`src/rtl/store_buf_pkg.sv`:
```
// Shared types and helpers for the store buffer.
// An entry holds one posted word write; lane 0 is the MSB byte (bits 31:24)
// and is enabled by we[3], lane 3 is bits 7:0 enabled by we[0].
package store_buf_pkg;

  // Entries keep a full-width address so the type is independent of ADDR_W.
  localparam int ADDR_MAX_W = 32;

  // Byte lanes, numbered from the most significant byte.
  localparam int LANE_FIRST = 0;
  localparam int LANE_LAST  = 3;

  typedef struct packed {
    logic [ADDR_MAX_W-1:0] addr;
    logic [3:0]            we;
    logic [31:0]           data;
    logic                  valid;
  } entry_t;

  // Lowest data bit of a lane.
  function automatic int lane_lsb(input int lane);
    return 24 - 8 * lane;
  endfunction

  // Write-enable bit that controls a lane.
  function automatic int lane_we_bit(input int lane);
    return 3 - lane;
  endfunction

  // Pointer width for a power-of-two depth.
  function automatic int ptr_w(input int depth);
    return (depth > 1) ? $clog2(depth) : 1;
  endfunction

endpackage

```
`src/rtl/store_buffer_if.sv`:
```
// Store-request and memory-drain channels of the store buffer.
// Handshake: a transfer happens on a rising clk edge where valid and ready
// are both high. The source holds valid and its payload stable until that
// edge; ready may be high without valid and carries no obligation.
interface store_buffer_if #(parameter int ADDR_W = 12);
  logic              st_valid;
  logic              st_ready;
  logic [ADDR_W-1:0] st_addr;
  logic [3:0]        st_we;
  logic [31:0]       st_data;

  logic              mem_valid;
  logic              mem_ready;
  logic [ADDR_W-1:0] mem_addr;
  logic [3:0]        mem_we;
  logic [31:0]       mem_data;

  // Buffer side: sinks stores, sources memory writes.
  modport slave (
    input  st_valid, st_addr, st_we, st_data, mem_ready,
    output st_ready, mem_valid, mem_addr, mem_we, mem_data
  );

  // Environment side: CPU store path plus data memory.
  modport master (
    output st_valid, st_addr, st_we, st_data, mem_ready,
    input  st_ready, mem_valid, mem_addr, mem_we, mem_data
  );
endinterface

```
`src/rtl/store_buf_fwd.sv`:
```
// Load-path forwarding: per byte lane, the newest live entry whose address
// matches the probe and whose enable covers that lane supplies the byte.
import store_buf_pkg::*;

module store_buf_fwd #(
  parameter  int DEPTH  = 4,
  parameter  int ADDR_W = 12,
  localparam int PW     = ptr_w(DEPTH),
  localparam int CW     = PW + 1
) (
  input  entry_t            entries [DEPTH],
  input  logic [PW-1:0]     head,
  input  logic [CW-1:0]     count,
  input  logic [ADDR_W-1:0] ld_addr,
  output logic [3:0]        ld_hit,
  output logic [31:0]       ld_data
);

  logic [PW-1:0] idx;
  entry_t        e;

  // Walk oldest to newest so later matches overwrite earlier ones.
  always_comb begin
    ld_hit  = '0;
    ld_data = '0;
    idx     = '0;
    e       = '0;
    for (int i = 0; i < DEPTH; i++) begin
      idx = head + PW'(i);
      e   = entries[idx];
      if ((CW'(i) < count) && e.valid && (e.addr == ADDR_MAX_W'(ld_addr))) begin
        for (int lane = LANE_FIRST; lane <= LANE_LAST; lane++) begin
          if (e.we[lane_we_bit(lane)]) begin
            ld_hit[lane_we_bit(lane)]     = 1'b1;
            ld_data[lane_lsb(lane) +: 8]  = e.data[lane_lsb(lane) +: 8];
          end
        end
      end
    end
  end

endmodule

```
`src/rtl/store_buffer.sv`:
```
// Posted-write store buffer: in-order circular FIFO of byte-enabled word
// stores, drained one entry per memory handshake, with byte forwarding to
// the load path.
// Build option STORE_BUF_COALESCE_EN: a store to the same address as the
// newest non-head entry merges into it instead of allocating.
import store_buf_pkg::*;

module store_buffer #(
  parameter int DEPTH  = 4,
  parameter int ADDR_W = 12
) (
  input  logic              clk,
  input  logic              rst_n,
  store_buffer_if.slave     bus,
  input  logic [ADDR_W-1:0] ld_addr,
  output logic [3:0]        ld_hit,
  output logic [31:0]       ld_data,
  input  logic              flush,
  output logic              empty
);

  localparam int PW = ptr_w(DEPTH);
  localparam int CW = PW + 1;
  localparam logic [CW-1:0] FULL_CNT = CW'(DEPTH);

  entry_t        entries [DEPTH];
  entry_t        head_e;
  logic [PW-1:0] head, tail, newest;
  logic [CW-1:0] count;
  logic          st_fire, mem_fire, st_live, merge, alloc;

  assign newest  = tail - 1'b1;
  assign st_live = |bus.st_we;

`ifdef STORE_BUF_COALESCE_EN
  // The newest entry can absorb the store only when it is not the head,
  // so the entry being presented to memory never changes under it.
  logic merge_ok;
  assign merge_ok = bus.st_valid & st_live & (count >= CW'(2)) &
                    (entries[newest].addr == ADDR_MAX_W'(bus.st_addr));
  assign bus.st_ready = ((count < FULL_CNT) | merge_ok) & ~flush;
  assign merge        = st_fire & merge_ok;
`else
  assign bus.st_ready = (count < FULL_CNT) & ~flush;
  assign merge        = 1'b0;
`endif

  // All-zero enables are accepted but never occupy an entry.
  assign st_fire = bus.st_valid & bus.st_ready;
  assign alloc   = st_fire & st_live & ~merge;

  assign bus.mem_valid = (count != '0);
  assign mem_fire      = bus.mem_valid & bus.mem_ready;
  assign empty         = (count == '0);

  // Head payload is gated so the port reads zero whenever nothing is pending.
  assign head_e       = entries[head];
  assign bus.mem_addr = bus.mem_valid ? head_e.addr[ADDR_W-1:0] : '0;
  assign bus.mem_we   = bus.mem_valid ? head_e.we : '0;
  assign bus.mem_data = bus.mem_valid ? head_e.data : '0;

  // Pointer and occupancy bookkeeping; pointers wrap naturally at DEPTH.
  always_ff @(posedge clk or negedge rst_n) begin
    if (!rst_n) begin
      head  <= '0;
      tail  <= '0;
      count <= '0;
    end else begin
      if (alloc)    tail <= tail + 1'b1;
      if (mem_fire) head <= head + 1'b1;
      case ({alloc, mem_fire})
        2'b10:   count <= count + 1'b1;
        2'b01:   count <= count - 1'b1;
        default: count <= count;
      endcase
    end
  end

  // Entry storage: allocate at tail, retire at head, merge into newest.
  always_ff @(posedge clk or negedge rst_n) begin
    if (!rst_n) begin
      for (int i = 0; i < DEPTH; i++) entries[i] <= '0;
    end else begin
      if (mem_fire) entries[head].valid <= 1'b0;
      if (alloc) begin
        entries[tail] <= '{addr:  ADDR_MAX_W'(bus.st_addr),
                           we:    bus.st_we,
                           data:  bus.st_data,
                           valid: 1'b1};
      end
      if (merge) begin
        entries[newest].we <= entries[newest].we | bus.st_we;
        for (int lane = LANE_FIRST; lane <= LANE_LAST; lane++) begin
          if (bus.st_we[lane_we_bit(lane)])
            entries[newest].data[lane_lsb(lane) +: 8] <= bus.st_data[lane_lsb(lane) +: 8];
        end
      end
    end
  end

  store_buf_fwd #(.DEPTH(DEPTH), .ADDR_W(ADDR_W)) u_fwd (
    .entries (entries),
    .head    (head),
    .count   (count),
    .ld_addr (ld_addr),
    .ld_hit  (ld_hit),
    .ld_data (ld_data)
  );

endmodule

```
`src/flat_wrapper.sv`:
```
// flat-port wrapper written by rule: the top's interface ports become plain ports
module store_buffer_flat 
#(
  parameter int DEPTH  = 4,
  parameter int ADDR_W = 12
)
  (clk, rst_n, ld_addr, ld_hit, ld_data, flush, empty, bus_st_valid, bus_st_addr, bus_st_we, bus_st_data, bus_mem_ready, bus_st_ready, bus_mem_valid, bus_mem_addr, bus_mem_we, bus_mem_data);
  store_buffer_if #(.ADDR_W(ADDR_W)) bus_i ();
  input  logic clk;
  input  logic rst_n;
  input  logic [ADDR_W-1:0] ld_addr;
  output logic [3:0] ld_hit;
  output logic [31:0] ld_data;
  input  logic flush;
  output logic empty;
  input wire logic [$bits(bus_i.st_valid)-1:0] bus_st_valid;
  input wire logic [$bits(bus_i.st_addr)-1:0] bus_st_addr;
  input wire logic [$bits(bus_i.st_we)-1:0] bus_st_we;
  input wire logic [$bits(bus_i.st_data)-1:0] bus_st_data;
  input wire logic [$bits(bus_i.mem_ready)-1:0] bus_mem_ready;
  output wire logic [$bits(bus_i.st_ready)-1:0] bus_st_ready;
  output wire logic [$bits(bus_i.mem_valid)-1:0] bus_mem_valid;
  output wire logic [$bits(bus_i.mem_addr)-1:0] bus_mem_addr;
  output wire logic [$bits(bus_i.mem_we)-1:0] bus_mem_we;
  output wire logic [$bits(bus_i.mem_data)-1:0] bus_mem_data;
  assign bus_i.st_valid = bus_st_valid;
  assign bus_i.st_addr = bus_st_addr;
  assign bus_i.st_we = bus_st_we;
  assign bus_i.st_data = bus_st_data;
  assign bus_i.mem_ready = bus_mem_ready;
  assign bus_st_ready = bus_i.st_ready;
  assign bus_mem_valid = bus_i.mem_valid;
  assign bus_mem_addr = bus_i.mem_addr;
  assign bus_mem_we = bus_i.mem_we;
  assign bus_mem_data = bus_i.mem_data;
  store_buffer #(.DEPTH(DEPTH), .ADDR_W(ADDR_W)) u_core (.clk(clk), .rst_n(rst_n), .bus(bus_i), .ld_addr(ld_addr), .ld_hit(ld_hit), .ld_data(ld_data), .flush(flush), .empty(empty));
endmodule
```
`config.mk`:
```
export PLATFORM = sky130hd
export DESIGN_NAME = store_buffer_flat
export DESIGN_NICKNAME = d
export VERILOG_FILES = /design/src/rtl/store_buf_pkg.sv /design/src/rtl/store_buffer_if.sv /design/src/rtl/store_buf_fwd.sv /design/src/rtl/store_buffer.sv /design/src/flat_wrapper.sv
export SDC_FILE = /design/constraint.sdc
export NUM_CORES = 1
export LEC_CHECK = 0
export ABC_AREA = 1
export CAP_MARGIN = 20
export CORE_MARGIN = 2
export CORE_UTILIZATION = 50
export DETAILED_ROUTE_END_ITERATION = 8
export MAX_ROUTING_LAYER = met4
export PLACE_DENSITY = 0.74
export REMOVE_ABC_BUFFERS = 1
export SYNTH_ARGS = -nofsm -noshare
export SYNTH_HDL_FRONTEND = slang
export SYNTH_SLANG_ARGS = --single-unit
```
`constraint.sdc`:
```
create_clock -name clk -period 10.2 [get_ports clk]
set_input_delay 2.04 -clock clk [delete_from_list [all_inputs] [get_ports clk]]
set_output_delay 2.04 -clock clk [all_outputs]
set_load 0.05 [all_outputs]
```
; Word-level counts from Yosys, hierarchy flattened
; Cells that the tools add are included.
[totals]
ff_bits = 283
out_inout_bits = 87
elab_cells = 131
[classes]
muxes = 64
order_cmp = 12
reduce_logical = 14
eq_ne = 6
bitwise = 10
n_addsub = 6
[ops]
columns = op, n
row1 = 2-to-1 mux 69 bit, 9
row2 = binary-select mux 69 bit (select 2 bit), 4
row3 = bitwise mux 276 bit, 2
row4 = 2-to-1 mux 276 bit, 2
row5 = demux 69 bit (select 2 bit), 2
row6 = 2-to-1 mux 32 bit, 5
row7 = == test 32 x 12 -> 1 bit, 4
row8 = 2-to-1 mux 8 bit, 16
row9 = 2-to-1 mux 4 bit, 5
row10 = 2-to-1 mux 1 bit, 17
row11 = ">= comparator 3 bit, second input constant", 5
row12 = NOT 2 -> 3 bit, 5
row13 = 2-to-1 mux 12 bit, 1
row14 = logical AND 1 bit, 10
row15 = "< comparator 1 x 3 -> 1 bit, first input constant", 2
row16 = "< comparator 2 x 3 -> 1 bit, first input constant", 2
row17 = "< comparator 3 x 1 -> 1 bit, second input constant", 2
row18 = one-hot mux 3 bit (2 select lines), 1
row19 = "adder 2 x 1 -> 2 bit, second input constant", 2
row20 = "adder 2 bit, second input constant", 2
row21 = bitwise AND 1 bit, 4
row22 = OR reduction 4 bit, 1
row23 = "adder 3 x 1 -> 3 bit, second input constant", 1
row24 = logical NOT 3 bit, 1
row25 = other kinds (7), 7

; Logic depth before layout (Yosys ltp)
[logic_depth]
ltp_word = 13
mapped_depth = 23

; Cells and area by module
; From an unflattened synthesis, not the netlist that was laid out.
[hier_totals]
hier_cells = 3200
hier_area_um2 = 18534.0
[by_module_without_submodules]
columns = mod, area_each_um2, cells_per_inst, instances
row1 = store_buffer, 10646.5, 1444, 1
row2 = store_buf_fwd, 7887.6, 1756, 1

; Least setup slack after synthesis
; Ideal clock, no wire load.
[synth_timing]
path_type = input port to output port
start = in ld_addr[5]
end = out ld_data[15]
stages = 13
arrival_ns = 3.391
slack_ns = 4.769
path_cell_list = inv_1 -> nand3_1 -> nand2_1 -> nor2_1 -> nand2_1 -> nor2_4 -> nand3_2 -> buf_2 -> nor2_2 -> nor2_1 -> nand2_1 -> nand2_1 -> nand2_1
[synth_via]
elab_chain_len = 9
word_cells_on_any_way = 15
cone_classes = 4 x eq/ne / 7 x mux / 4 x reduce/logical
[synth_lines]
columns = element, line_no
row1 = from (decl), flat_wrapper.sv:11  ; input logic [ADDR_W-1:0] ld_addr;
row2 = == test 32 x 12 -> 1 bit, store_buf_fwd.sv:31  ; if ((CW'(i) < count) && e.valid && (e.addr == ADDR_MAX_W'(ld_addr))) begin
row3 = logical AND 1 bit, store_buf_fwd.sv:31
row4 = 2-to-1 mux 32 bit, store_buf_fwd.sv:31
row5 = 2-to-1 mux 8 bit, store_buf_fwd.sv:33  ; if (e.we[lane_we_bit(lane)]) begin
row6 = 2-to-1 mux 32 bit, store_buf_fwd.sv:31
row7 = 2-to-1 mux 8 bit, store_buf_fwd.sv:33
row8 = 2-to-1 mux 32 bit, store_buf_fwd.sv:31
row9 = 2-to-1 mux 8 bit, store_buf_fwd.sv:33
row10 = 2-to-1 mux 32 bit *, store_buf_fwd.sv:31
row11 = to (decl), flat_wrapper.sv:13  ; output logic [31:0] ld_data;
; Every way passes the cells marked *; elsewhere a longest branch is shown, timed or not.

; Final worst setup path
[layout_timing]
start = reg u_core.head[0]
end = out ld_hit[3]
[layout_via]
elab_chain_len = 13
word_cells_on_any_way = 39
cone_classes = 3 x add/sub / 4 x eq/ne / 20 x mux / 4 x bitwise / 8 x reduce/logical
[layout_lines]
columns = element, line_no
row1 = from (decl), store_buffer.sv:28  ; logic [PW-1:0] head, tail, newest;
row2 = from (signal assigned), store_buffer.sv:70  ; if (mem_fire) head <= head + 1'b1;
row3 = "parallel branches: the longest is 12 deep, another holds adder 2 x 1 -> 2 bit", --
row4 = 2-to-1 mux 4 bit *, store_buf_fwd.sv:31
row5 = to (decl), flat_wrapper.sv:12  ; output logic [3:0] ld_hit;
; Mark *: on every way between the ends. The select of a mux whose other input is x is not followed.

==> flow_summary.yaml <==
outcome:
  outcome: "finished clean"
clocking:
  cts_tree: "yes"
  cts-root-buf: "clkbuf_16"
  clock_latency_ns: 0.53
  cts_setup_buffers: 0
  clk_path_buf_depth: 3
  cts_resized: 0
  clk_pin_slew_ns: 0.06
  htreeDepth: 1
  cts_buffers: 23
  postCtsHoldBufs: 0
  clock-sinks: 203
yosys:
  synthCells: 2147
  synth_cell_types: 33
  ys_ff_latch: 203
  ys_warn_count: 0
  yosysMostFrequentCell: "nand2_1"
  synth.area.top_cells: "dfrtp_1 35%, nand2_1 18%, o21ai_0 11%"
  synth_edf_count: 0
  synth_top_area_cell: "dfrtp_1"
  yosys-top-cells-count: "706 x nand2_1, 319 x o21ai_0, 203 x dfrtp_1"
  ys_async_sr_fraction: 1.00
  synth_ff_type: "dfrtp_1"
  yosysSeqAreaShare: 0.347
  synth_area_um2: 14700
  synth_top_area_share: 0.347
  syn_avg_cell_area_um2: 6.82
drt:
  drt_drc_violations_left: 0
  detail-route-antenna-nets: 0
  routedWlPerCell_um: 15.2
  vias: 14100
  dr.pass1.iters: 6
  first_iter_violations: 1225
  wirelength_mm: 39.6
  viasPerCell: 5.41
worst_setup_path:
  crit_family: "buffers and inverters"
  crit_fanout: 119
  start_kind: "flip-flop"
  cp.depth: 10
  path_buf_inv: 4
  path_class: "reg -> out"
  crit_chain: "inv_2 > ha_4 > buf_4 > nand2_1 > nand2_1 > nand3_2 > o21ai_0 > inv_1 > nand3b_1 > clkdlybuf4s50_1"
  arrival_ns: 5.82
  worst_ep_required_time_ns: 8.16
  rr_startpoint: "u_core.head[0]$_DFFE_PN0P_"
  cp-startpoint: "u_core.head[0]$_DFFE_PN0P_"
  crit_path_frequent_cell: "nand2_1"
  worst_setup_path_end_kind: "output pin"
  reg2reg_depth: 4
  max_stage_delay_ns: 0.93
  cp_slowest_cell: "dfrtp_4"
sta:
  setup_viol: 0
  rsz0062_at_grt: "no"
  fin_crit_ns: 7.86
  drv_slew: 0
  fin_hold_ws_ns: 0.487
  worst_slack_ns: 2.34
  skew_ns: 0.00624
  slew_headroom: 0.271
  worst_pin_slew_ns: 1.09
  fmax_ghz: 0.127
  finalCritPeriodShare: 0.770
  final-hold-violation-count: 0
finish:
  multi_input_comb_area_um2: 8310
  drive_above_1_share: 0.0401
  stdcell_area_um2: 16900
  antenna_cells: 0
  regArea_um2: 5080
  final_nets: 2286
  n_fill_cell: 2716
  area_growth_pct: 15.5
min_path:
  min_path_type: "reg -> reg"
  hold_start: "u_core.entries[171]$_DFFE_PN0P_"
  hold_depth: 2
pwr:
  power.leakage_nw: 8.87
  p_total_mw: 6.36
  vdd_ir_drop_max_uv: 220
  power_density_nw_per_um2: 376
die:
  design.core.area_um2: 28800
  die_y_um: 175
  pin_count: 152
  std_cell_rows: 62
  die_w_um: 175
  start_util: 0.509
  die-area_um2: 30700
global_routing:
  grt_max_degree: 136
  antenna_found_initial: 0
  grt_first_pass_wirelength_mm: 65.0
  grt_pass1_vias: 13200
  overflow: 0
  grt_use_total: 0.264
place:
  io_buffers: 151
  hpwl_mm: 25.4
  place_ws_ns: 2.97
  placed_area_um2: 16100
  place.gp.congestion: 0.883
job:
  maxCapViolations: 0
-- per-layer routing --
metal / vias up / part of all wire / GRT usage / routed length (um)
met2: 431 / 0.47 / 0.431 / 18600
met3: 78 / 0.061 / 0.0322 / 2430
li1: 7041 / - / - / -
met4: 0 / 0.030 / 0.0868 / 1180
met1: 6549 / 0.44 / 0.342 / 17400
met5: - / 0 / - / 0
-- kinds of logic (layout without fill, tap and decap cells) --
group	count (synthesis)	in the layout	share of synthesized area
and+or+nand+nor	1114	1114	0.323
AOI/OAI and AO/OA	366	366	0.132
buffers and inverters	307	380	0.0892
DFF	203	203	0.347
muxes	132	132	0.0902
adders and majority gates	13	13	0.0111
xor gates and xnor gates	12	12	0.00717
-- registers in the layout (all words and copies together) (netlist names) --
signal / count
u_core.entries: 196
u_core.count: 3
u_core.head: 2
u_core.tail: 2
-- final timing paths --
| kind | slack (ns) | endpoint |
|---|---|---|
| worst max-delay path | 2.34 | ld_hit[3] |
| worst min-delay path | 0.49 | u_core.entries[171]$_DFFE_PN0P_ |
| worst max register to register | 7.10 | u_core.head[1]$_DFFE_PN0P_ |
| worst min register to register | 0.49 | u_core.entries[171]$_DFFE_PN0P_ |
| max in group asynchronous | 6.95 | u_core.head[0]$_DFFE_PN0P_ |
| min in group asynchronous | 1.49 | u_core.entries[226]$_DFFE_PN0P_ |
-- placed cells by master, fill, tap and decap left out, types with 12 or more instances in the layout --
cell             instances
clkdlybuf4s50_1        150
nand3b_1                36
nand2_1                702
dfrtp_1                202
o21ai_0                319
clkbuf_16               23
mux2i_1                132
nand3_1                137
inv_1                  179
ha_1                    12
nor2_1                 198
o211ai_1                38
-- final cells by class --
type                    instances  share of cell area
clock inverters                 3             0.00325
clock buffers                  34              0.0406
multi-input cells            1637               0.491
inverters                     183              0.0409
repair buffers                160              0.0959
well taps                     384              0.0284
flip-flops and latches        203               0.300
-- metrics by stage --
| stage | utilization | TNS [ns] | std cells |
|---|---|---|---|
| after global routing | 0.588 | 0 | 2604 |
| after detailed placement | 0.561 | 0 | 2565 |
| after floorplan | - | -153.97 | 2023 |
| final | 0.588 | 0 | 2604 |
| after global placement | 0.561 | 0 | 2565 |
| after CTS | 0.586 | 0 | 2602 |
-- worst register-to-register path, delay by kind of cell, from the launching register on --
kind / cells / cell delay, ns
buf+inv: 2 / 0.98
flops: 1 / 0.93
fa+ha+maj: 1 / 0.79
compound gates: 1 / 0.30
-- power breakdown --
group | switching [mW] | internal [mW] | total [mW]
Clock | 0.336 | 0.488 | 0.824
Combinational | 2.65 | 1.36 | 4.01
Sequential | 0.344 | 1.19 | 1.53
Note: power is estimated with default switching activity, not from simulation.
